$ cat src/rtl/board_pkg.sv
// Shared board geometry: perimeter size, sprite size, step directions and mover states.
package board_pkg;

    localparam int BOARD_TILES = 28;
    localparam int SPRITE_PX   = 16;

    typedef enum logic [1:0] {RIGHT, DOWN, LEFT, UP} dir_t;

    typedef enum logic [1:0] {IDLE, MOVE, DONE} mover_state_t;

    // Direction of travel when leaving tile idx on the clockwise perimeter.
    function automatic dir_t tile_dir(input logic [4:0] idx);
        if (idx <= 5'd6)       return RIGHT;
        else if (idx <= 5'd13) return DOWN;
        else if (idx <= 5'd20) return LEFT;
        else                   return UP;
    endfunction

endpackage

$ cat src/rtl/player_mover_if.sv
// Move request handshake plus position/status outputs between game logic and the mover.
interface player_mover_if;
    logic       frame_tick;
    logic       move_valid;
    logic [3:0] move_steps;
    logic       move_ready;
    logic [9:0] player_x;
    logic [9:0] player_y;
    logic [4:0] tile_idx;
    logic       busy;
    logic       done;

    modport master (
        output frame_tick, move_valid, move_steps,
        input  move_ready, player_x, player_y, tile_idx, busy, done
    );

    modport slave (
        input  frame_tick, move_valid, move_steps,
        output move_ready, player_x, player_y, tile_idx, busy, done
    );
endinterface

$ cat src/rtl/board_tile_lut.sv
// Perimeter tile index (0..27, clockwise from top-left) to grid {col, row} on the 8x8 board.
module board_tile_lut (
    input  logic [4:0] tile_idx_i,
    output logic [2:0] col_o,
    output logic [2:0] row_o
);
    always_comb begin
        col_o = '0;
        row_o = '0;
        if (tile_idx_i <= 5'd7) begin
            col_o = tile_idx_i[2:0];
        end else if (tile_idx_i <= 5'd13) begin
            col_o = 3'd7;
            row_o = 3'(tile_idx_i - 5'd7);
        end else if (tile_idx_i <= 5'd21) begin
            col_o = 3'(5'd21 - tile_idx_i);
            row_o = 3'd7;
        end else begin
            row_o = 3'(5'd28 - tile_idx_i);
        end
    end
endmodule

$ cat src/rtl/player_mover.sv
// Walks the player token tile-by-tile around the board perimeter, PIX_PER_FRAME pixels per frame.
// Optional PLAYER_HOP_EN adds a parabolic vertical hop during each tile step.
module player_mover
    import board_pkg::*;
#(
    parameter int BOARD_X0      = 192,
    parameter int BOARD_Y0      = 112,
    parameter int TILE_PX       = 32,
    parameter int PIX_PER_FRAME = 2
) (
    input  logic           clk,
    input  logic           reset,
    player_mover_if.slave  mv
);
    localparam int              SH      = $clog2(TILE_PX);
    localparam int              SUBW    = SH + 1;
    localparam logic [SUBW-1:0] SUB_END = SUBW'(TILE_PX);
    localparam logic [SUBW-1:0] STEP    = SUBW'(PIX_PER_FRAME);
    localparam logic [9:0]      OFS     = 10'((TILE_PX - SPRITE_PX) / 2);
    localparam logic [9:0]      X0      = 10'(BOARD_X0);
    localparam logic [9:0]      Y0      = 10'(BOARD_Y0);

    mover_state_t    state_q, state_d;
    logic [3:0]      steps_q, steps_d;
    logic [SUBW-1:0] sub_q, sub_d;
    logic [4:0]      tile_q, tile_d;
    logic [9:0]      x_q, x_d, y_q, y_d;
    logic [2:0]      col, row;
    logic [9:0]      base_x, base_y, sub10, lift;

    always_comb begin
        state_d = state_q;
        steps_d = steps_q;
        sub_d   = sub_q;
        tile_d  = tile_q;
        unique case (state_q)
            IDLE: begin
                if (mv.move_valid) begin
                    steps_d = mv.move_steps;
                    sub_d   = '0;
                    state_d = (mv.move_steps == 4'd0) ? DONE : MOVE;
                end
            end
            MOVE: begin
                if (mv.frame_tick) begin
                    if (sub_q + STEP == SUB_END) begin
                        sub_d   = '0;
                        tile_d  = (tile_q == 5'(BOARD_TILES - 1)) ? 5'd0 : tile_q + 5'd1;
                        steps_d = steps_q - 4'd1;
                        if (steps_q == 4'd1) state_d = DONE;
                    end else begin
                        sub_d = sub_q + STEP;
                    end
                end
            end
            DONE:    state_d = IDLE;
            default: state_d = IDLE;
        endcase
    end

    board_tile_lut u_lut (
        .tile_idx_i (tile_d),
        .col_o      (col),
        .row_o      (row)
    );

`ifdef PLAYER_HOP_EN
    logic [2*SUBW-1:0] prod;
    always_comb begin
        prod = {{SUBW{1'b0}}, sub_d} * {{SUBW{1'b0}}, SUB_END - sub_d};
        lift = (state_d == MOVE) ? 10'(prod >> 5) : 10'd0;
    end
`else
    assign lift = '0;
`endif

    // Position is computed from next-state values so the registered outputs track the tick edge.
    always_comb begin
        base_x = X0 + (10'(col) << SH) + OFS;
        base_y = Y0 + (10'(row) << SH) + OFS;
        sub10  = 10'(sub_d);
        x_d    = base_x;
        y_d    = base_y - lift;
        unique case (tile_dir(tile_d))
            RIGHT: x_d = base_x + sub10;
            DOWN:  y_d = base_y + sub10 - lift;
            LEFT:  x_d = base_x - sub10;
            UP:    y_d = base_y - sub10 - lift;
            default: ;
        endcase
    end

    always_ff @(posedge clk or posedge reset) begin
        if (reset) begin
            state_q <= IDLE;
            steps_q <= '0;
            sub_q   <= '0;
            tile_q  <= '0;
            x_q     <= X0 + OFS;
            y_q     <= Y0 + OFS;
        end else begin
            state_q <= state_d;
            steps_q <= steps_d;
            sub_q   <= sub_d;
            tile_q  <= tile_d;
            x_q     <= x_d;
            y_q     <= y_d;
        end
    end

    assign mv.player_x   = x_q;
    assign mv.player_y   = y_q;
    assign mv.tile_idx   = tile_q;
    assign mv.busy       = (state_q != IDLE);
    assign mv.move_ready = (state_q == IDLE);
    assign mv.done       = (state_q == DONE);
endmodule

$ cat src/flat_wrapper.sv
// flat-port wrapper written by rule: the top's interface ports become plain ports
module player_mover_flat import board_pkg::*;
#(
    parameter int BOARD_X0      = 192,
    parameter int BOARD_Y0      = 112,
    parameter int TILE_PX       = 32,
    parameter int PIX_PER_FRAME = 2
)
  (clk, reset, mv_frame_tick, mv_move_valid, mv_move_steps, mv_move_ready, mv_player_x, mv_player_y, mv_tile_idx, mv_busy, mv_done);
  player_mover_if mv_i ();
  input  logic clk;
  input  logic reset;
  input wire logic [$bits(mv_i.frame_tick)-1:0] mv_frame_tick;
  input wire logic [$bits(mv_i.move_valid)-1:0] mv_move_valid;
  input wire logic [$bits(mv_i.move_steps)-1:0] mv_move_steps;
  output wire logic [$bits(mv_i.move_ready)-1:0] mv_move_ready;
  output wire logic [$bits(mv_i.player_x)-1:0] mv_player_x;
  output wire logic [$bits(mv_i.player_y)-1:0] mv_player_y;
  output wire logic [$bits(mv_i.tile_idx)-1:0] mv_tile_idx;
  output wire logic [$bits(mv_i.busy)-1:0] mv_busy;
  output wire logic [$bits(mv_i.done)-1:0] mv_done;
  assign mv_i.frame_tick = mv_frame_tick;
  assign mv_i.move_valid = mv_move_valid;
  assign mv_i.move_steps = mv_move_steps;
  assign mv_move_ready = mv_i.move_ready;
  assign mv_player_x = mv_i.player_x;
  assign mv_player_y = mv_i.player_y;
  assign mv_tile_idx = mv_i.tile_idx;
  assign mv_busy = mv_i.busy;
  assign mv_done = mv_i.done;
  player_mover #(.BOARD_X0(BOARD_X0), .BOARD_Y0(BOARD_Y0), .TILE_PX(TILE_PX), .PIX_PER_FRAME(PIX_PER_FRAME)) u_core (.clk(clk), .reset(reset), .mv(mv_i));
endmodule
$ cat config.mk
export PLATFORM = sky130hd
export DESIGN_NAME = player_mover_flat
export DESIGN_NICKNAME = d
export VERILOG_FILES = /design/src/rtl/board_pkg.sv /design/src/rtl/player_mover_if.sv /design/src/rtl/board_tile_lut.sv /design/src/rtl/player_mover.sv /design/src/flat_wrapper.sv
export SDC_FILE = /design/constraint.sdc
export NUM_CORES = 1
export LEC_CHECK = 0
export ABC_AREA = 1
export CORE_UTILIZATION = 60
export DETAILED_ROUTE_END_ITERATION = 10
export PLACE_DENSITY = 0.94
export RECOVER_POWER = 100
export SLEW_MARGIN = 0
export SYNTH_ARGS = -nofsm -noshare
export SYNTH_HDL_FRONTEND = slang
export SYNTH_SLANG_ARGS = --single-unit
$ cat constraint.sdc
create_clock -name clk -period 5.3 [get_ports clk]
set_input_delay 1.59 -clock clk [delete_from_list [all_inputs] [get_ports clk]]
set_output_delay 1.59 -clock clk [all_outputs]
set_load 0.005 [all_outputs]
==> reports/results.ini <==
[route]
vias=2623
first_pass_iters=4
drt_iter0_drc=161
drt-total-wl_microns=6380
ant_nets=0
routed_via_density=5.40
wire_per_inst_microns=13.1
drcViolationCount=0

[critical_path]
crit_start=mv_frame_tick
start_kind=input pin
required_ns=5.55
path_buf_inv=8
crit_cells=25
worstRegToRegCells=28
reg2reg_slack_ns=1.23
critPathMaxStageDelay_ns=0.53
crit_slowest_cell=clkdlybuf4s50_1
critical_path_class=in -> reg
rr_endpoint=u_core.mv.player_y[7]$_DFF_PP0_
worstPathArrival_ns=5.29
crit_family=simple AND/OR/NAND/NOR gates
r2r_start=u_core.sub_q[1]$_DFF_PP0_
crit_fanout=9
cp-endpoint=u_core.mv.player_y[7]$_DFF_PP0_
cp-end-kind=flip-flop

[timing]
drv_slew=38
max_clock_freq_ghz=0.199
hold_viol_final=0
setup_tns_ns=0
rsz0062_at_grt=no
worst_pin_slew_ns=1.90
finalSetupViolCount=0
finClkSkew_ns=0.0113
finalCritPeriodShare_pct=94.9
max_slew_margin_pct=-26.8
fin_crit_ns=5.03

[floorplanning]
coreArea_sq_um=4720
die_area_sq_um=5170
io_pins=36
initial_utilization_pct=62.0
fp-row-count=25
die_width_microns=71.9
fp.dieH_microns=71.9

[global_routing]
grt_usage_pct=27.3
grt_pass1_vias=2464
gr-total-overflow=0
grt_antenna_before_repair=0
grt_pass1_wl_microns=11000
grt_max_degree=38

[yosys]
synth.distinct_cells=42
ys_seq_area_share_pct=31.9
yosys-top-cells-area=dfrtp_1 (26%), nand2_1 (10%), ha_1 (9.4%)
yosysWarnings=0
ys_ff_latch=37
synth_top_area_cell=dfrtp_1
synth.top_cell.area_share_pct=25.6
synth_fp_nets=404
ys_async_sr_fraction_pct=100
synthFlopType=dfrtp_1
synth_area_per_cell_sq_um=7.83
synth_enable_flop_cells=0
syn_area_sq_um=2930
synthCells=374

[placed_design]
dp_cells=478
gp_congestion=0.934
numPortBuffers=35
dp_hpwl_microns=4800

[pwr]
power_leakage_uw=0.00178
p_comb_share_pct=62.7
p_seq_share_pct=23.8
power_density_nw_per_um2=540
total_power_uw=1870
switchingPower_uw=896
peakVddDrop_mv=0.280
swShare_pct=48.0
pwr-share-clk_pct=13.5
p_int_uw=969

[layout]
final_common_cell=nand2_1
finalNonFillerCells=486
n_fill_cell=349
layout_common_cells=nand2_1 (83), inv_1 (63), dfrtp_1 (30), dlygate4sd3_1 (29), nand3_1 (28)
drive_above_1_share_pct=16.9
area_growth_pct=18.0
final_nets=448
diodes=0

[worst_hold_path]
hold_class=reg -> reg
hold_depth=1

[cts]
path_clk_slew_ns=0.09
clk_latency_ns=0.30
cts_buffer_depth=2
numCtsBuffers=5
cts_setup_buffers=0
cts-root-buf=clkbuf_8
cts_tree=built
htree_levels=2
clkSinkCount=37

[run]
maxCapViolations=1

[outcome]
outcome=complete, but fails checks
failed_checks=max-capacitance violations, max-slew violations

## logic make-up after synthesis
family          share of synthesized area (%)
flops                                    31.9
simple gates                             35.4
fa+ha+maj                                9.40
xor+xnor                                 1.79
buf+inv                                  9.82
compound gates                           11.7
## timing repair
action                     in CTS  in global routing
hold buffers                    0                  0
resized for setup               0                  1
setup endpoints to repair       0                  1
## how the worst min path moves through the flow
| stage | startpoint | endpoint | slack, ns |
|---|---|---|---|
| 2_1_floorplan | u_core.state_q[1]$_DFFE_PP0P_ | u_core.state_q[1]$_DFFE_PP0P_ | 0.45 |
| 3_3_place_gp | u_core.state_q[1]$_DFFE_PP0P_ | u_core.state_q[1]$_DFFE_PP0P_ | 0.46 |
| 3_5_place_dp | u_core.state_q[1]$_DFFE_PP0P_ | u_core.state_q[1]$_DFFE_PP0P_ | 0.47 |
| 4_1_cts | u_core.state_q[1]$_DFFE_PP0P_ | u_core.state_q[1]$_DFFE_PP0P_ | 0.48 |
| 5_1_grt | u_core.state_q[1]$_DFFE_PP0P_ | u_core.state_q[1]$_DFFE_PP0P_ | 0.50 |
| 6_report | u_core.state_q[1]$_DFFE_PP0P_ | u_core.state_q[1]$_DFFE_PP0P_ | 0.48 |
## sequential cells by signal, summed over array words and instances (netlist names)
register,count
u_core.mv.player_x,10
u_core.mv.player_y,10
u_core.sub_q,6
u_core.mv.tile_idx,5
u_core.steps_q,4
u_core.state_q,2
## power groups by stage
stage                     Sequential (uW)  Combinational [uW]  Clock, uW
after floorplan                       447                 864          0
after global placement                448                1120          0
after detailed placement              451                1160          0
after CTS                             446                1180        258
after global routing                  454                1310        267
final                                 443                1170        253
## layout make-up
class / instances / area, sq um / share of cell area (%)
Multi-Input combinational cell: 262 / 1680 / 48.5
Sequential cell: 37 / 935 / 27.0
Inverter: 74 / 280 / 8.11
Timing Repair Buffer: 38 / 365 / 10.6
Tap cell: 67 / 83.8 / 2.42
Clock buffer: 5 / 68.8 / 1.99
Clock inverter: 3 / 46.3 / 1.34
## through the flow
stage / utilization, % / area, sq um / hold slack [ns] / setup slack [ns]
2_1_floorplan: - / 2930 / 0.446 / 1.03
3_5_place_dp: 71.5 / 3380 / 0.469 / 0.0744
3_3_place_gp: 71.5 / 3380 / 0.461 / 0.304
5_1_grt: 73.2 / 3460 / 0.498 / 0.0233
6_report: 73.2 / 3460 / 0.476 / 0.268
4_1_cts: 74.0 / 3490 / 0.479 / 0.242
## Yosys cell counts (2+ instances only)
cell type and n:
a21oi_1 11, a32oi_1 2, dfrtp_1 30, dfstp_2 7, ha_1 22, inv_1 62
inv_2 11, nand2_1 79, nand2_2 16, nand2_4 15, nand3_1 27, nand3_2 2
nand3_4 4, nand4_1 8, nand4_2 2, nor2_1 22, nor2_4 2, nor2_8 2
o211ai_1 3, o21ai_0 8, o21ai_1 3, o21ai_2 2, o22ai_1 11, xor2_1 5
## metal layers
layer / GRT usage, % / vias up / routed length [microns]
li1: - / 1299 / -
met1: 34.8 / 1219 / 2750
met2: 46.6 / 90 / 3160
met3: 4.50 / 15 / 320
met4: 10.0 / 0 / 143
met5: 0 / - / 0
(Power assumes the default switching activity.)
==> variant: new RTL, config.mk and constraints unchanged <==
Add a define of `PLAYER_HOP_EN`.
--- a/src/rtl/player_mover.sv
+++ b/src/rtl/player_mover.sv
@@ -1,5 +1,7 @@
 // Walks the player token tile-by-tile around the board perimeter, PIX_PER_FRAME pixels per frame.
 // Optional PLAYER_HOP_EN adds a parabolic vertical hop during each tile step.
+`define PLAYER_HOP_EN
+
 module player_mover
     import board_pkg::*;
 #(
Behaviour: not the same (Yosys sat finds a counterexample within 4 cycles, from zero or initial values and one cycle with reset high).
==> variant against the original RTL <==
- the run now fails in global routing (5_1_grt)
- synthesized area is 64% higher
==> variant: results (changes against the original RTL) <==
| Metric | Value |
|---|---|
| DPL Wire Length | 11.7 mm (+140%) |
| Ys flop type | dfrtp_1 |
| Synth Area in Adders | 28.0% (+19 points) |
| H-tree levels | 2 (unchanged) |
| Commonest cells in the netlist | 138 x inv_1, 131 x nand2_1, 77 x ha_1 |
| Port bufs | 35 (unchanged) |
| GRT overflow | 80 |
| Status | aborted with a tool error |
| Syn_area_per_cell | 7.35 sq um (-6.2%) |
| Ys async rst share | 100% (unchanged) |
| Cts bufs inserted | 5 (unchanged) |
| Largest net degree at the start of global routing | 21 |
| Syn nets | 757 (+87%) |
| WEP type | sequential cell input |
| Yosys cell types | 42 (unchanged) |
| Mux contribution to synthesized area | 0% (unchanged) |
| Post-Synth XOR/XNOR Area | 1.83% (+0.031 points) |
| CTS root buffer | clkbuf_8 |
| Routability cong. | 0.920 (-1.5%) |
| CTS Buffer Depth | 2 (unchanged) |
| Seq/Total Area, Yosys | 19.5% (-12 points) |
| Clock Sinks | 37 (unchanged) |
| Synth warnings | 0 (unchanged) |
| Stop stage | global routing (5_1_grt) |
| Stop err | [ERROR GRT-0232] Routing congestion too high. Check the congestion heatmap in the GUI. |
| Placed instance count | 908 (+90%) |
| Total GRT Usage | 74.6% |
| Last worst endpoint in the global-route repair_timing | u_core.mv.player_y[8]$_DFF_PP0_/D |
| Synth Area in Compound Gates | 10.4% (-1.3 points) |
| Top cells by area, synth | ha_1 20%, dfrtp_1 16%, inv_1 11%, nand2_1 10%, fa_1 7.9% |
==> variant: changes by cell type after synthesis, sizes merged, moves of 7 or more <==
cell | before | now
nand3 | 33 | 41
fa | 0 | 19
o21ai | 14 | 31
nor2 | 27 | 66
a21oi | 11 | 20
ha | 22 | 77
o22ai | 11 | 4
inv | 74 | 147
nand2 | 110 | 152
==> variant: repair_timing <==
item	4_1_cts
pin swaps	33
hold buffers	0
setup buffers	31
resized for setup	52
setup endpoints to repair	15
==> variant: stage by stage <==
stage / setup slack, ns / instance area [sq um] / util, % / TNS, ns / hold slack, ns
floorplan: -1.79 / 5060 / - / -11.34 / 0.514
global placement: -2.58 / 6440 / 83.3 / -20.39 / 0.544
detailed placement: -2.91 / 6440 / 83.3 / -24.30 / 0.570
CTS: -1.95 / 6920 / 89.5 / -13.04 / 0.582
==> variant: logic make-up after synthesis <==
family / count (synthesis)
buf+inv: 150
simple gates: 282
compound gates: 78
fa+ha+maj: 96
xor+xnor: 10
flops: 37
==> variant: routing by layer <==
| metal | overflow | track usage, % |
|---|---|---|
| met5 | 0 | 9.62 |
| met4 | 24 | 83.1 |
| met3 | 4 | 49.9 |
| met2 | 51 | 96.3 |
| met1 | 1 | 74.0 |
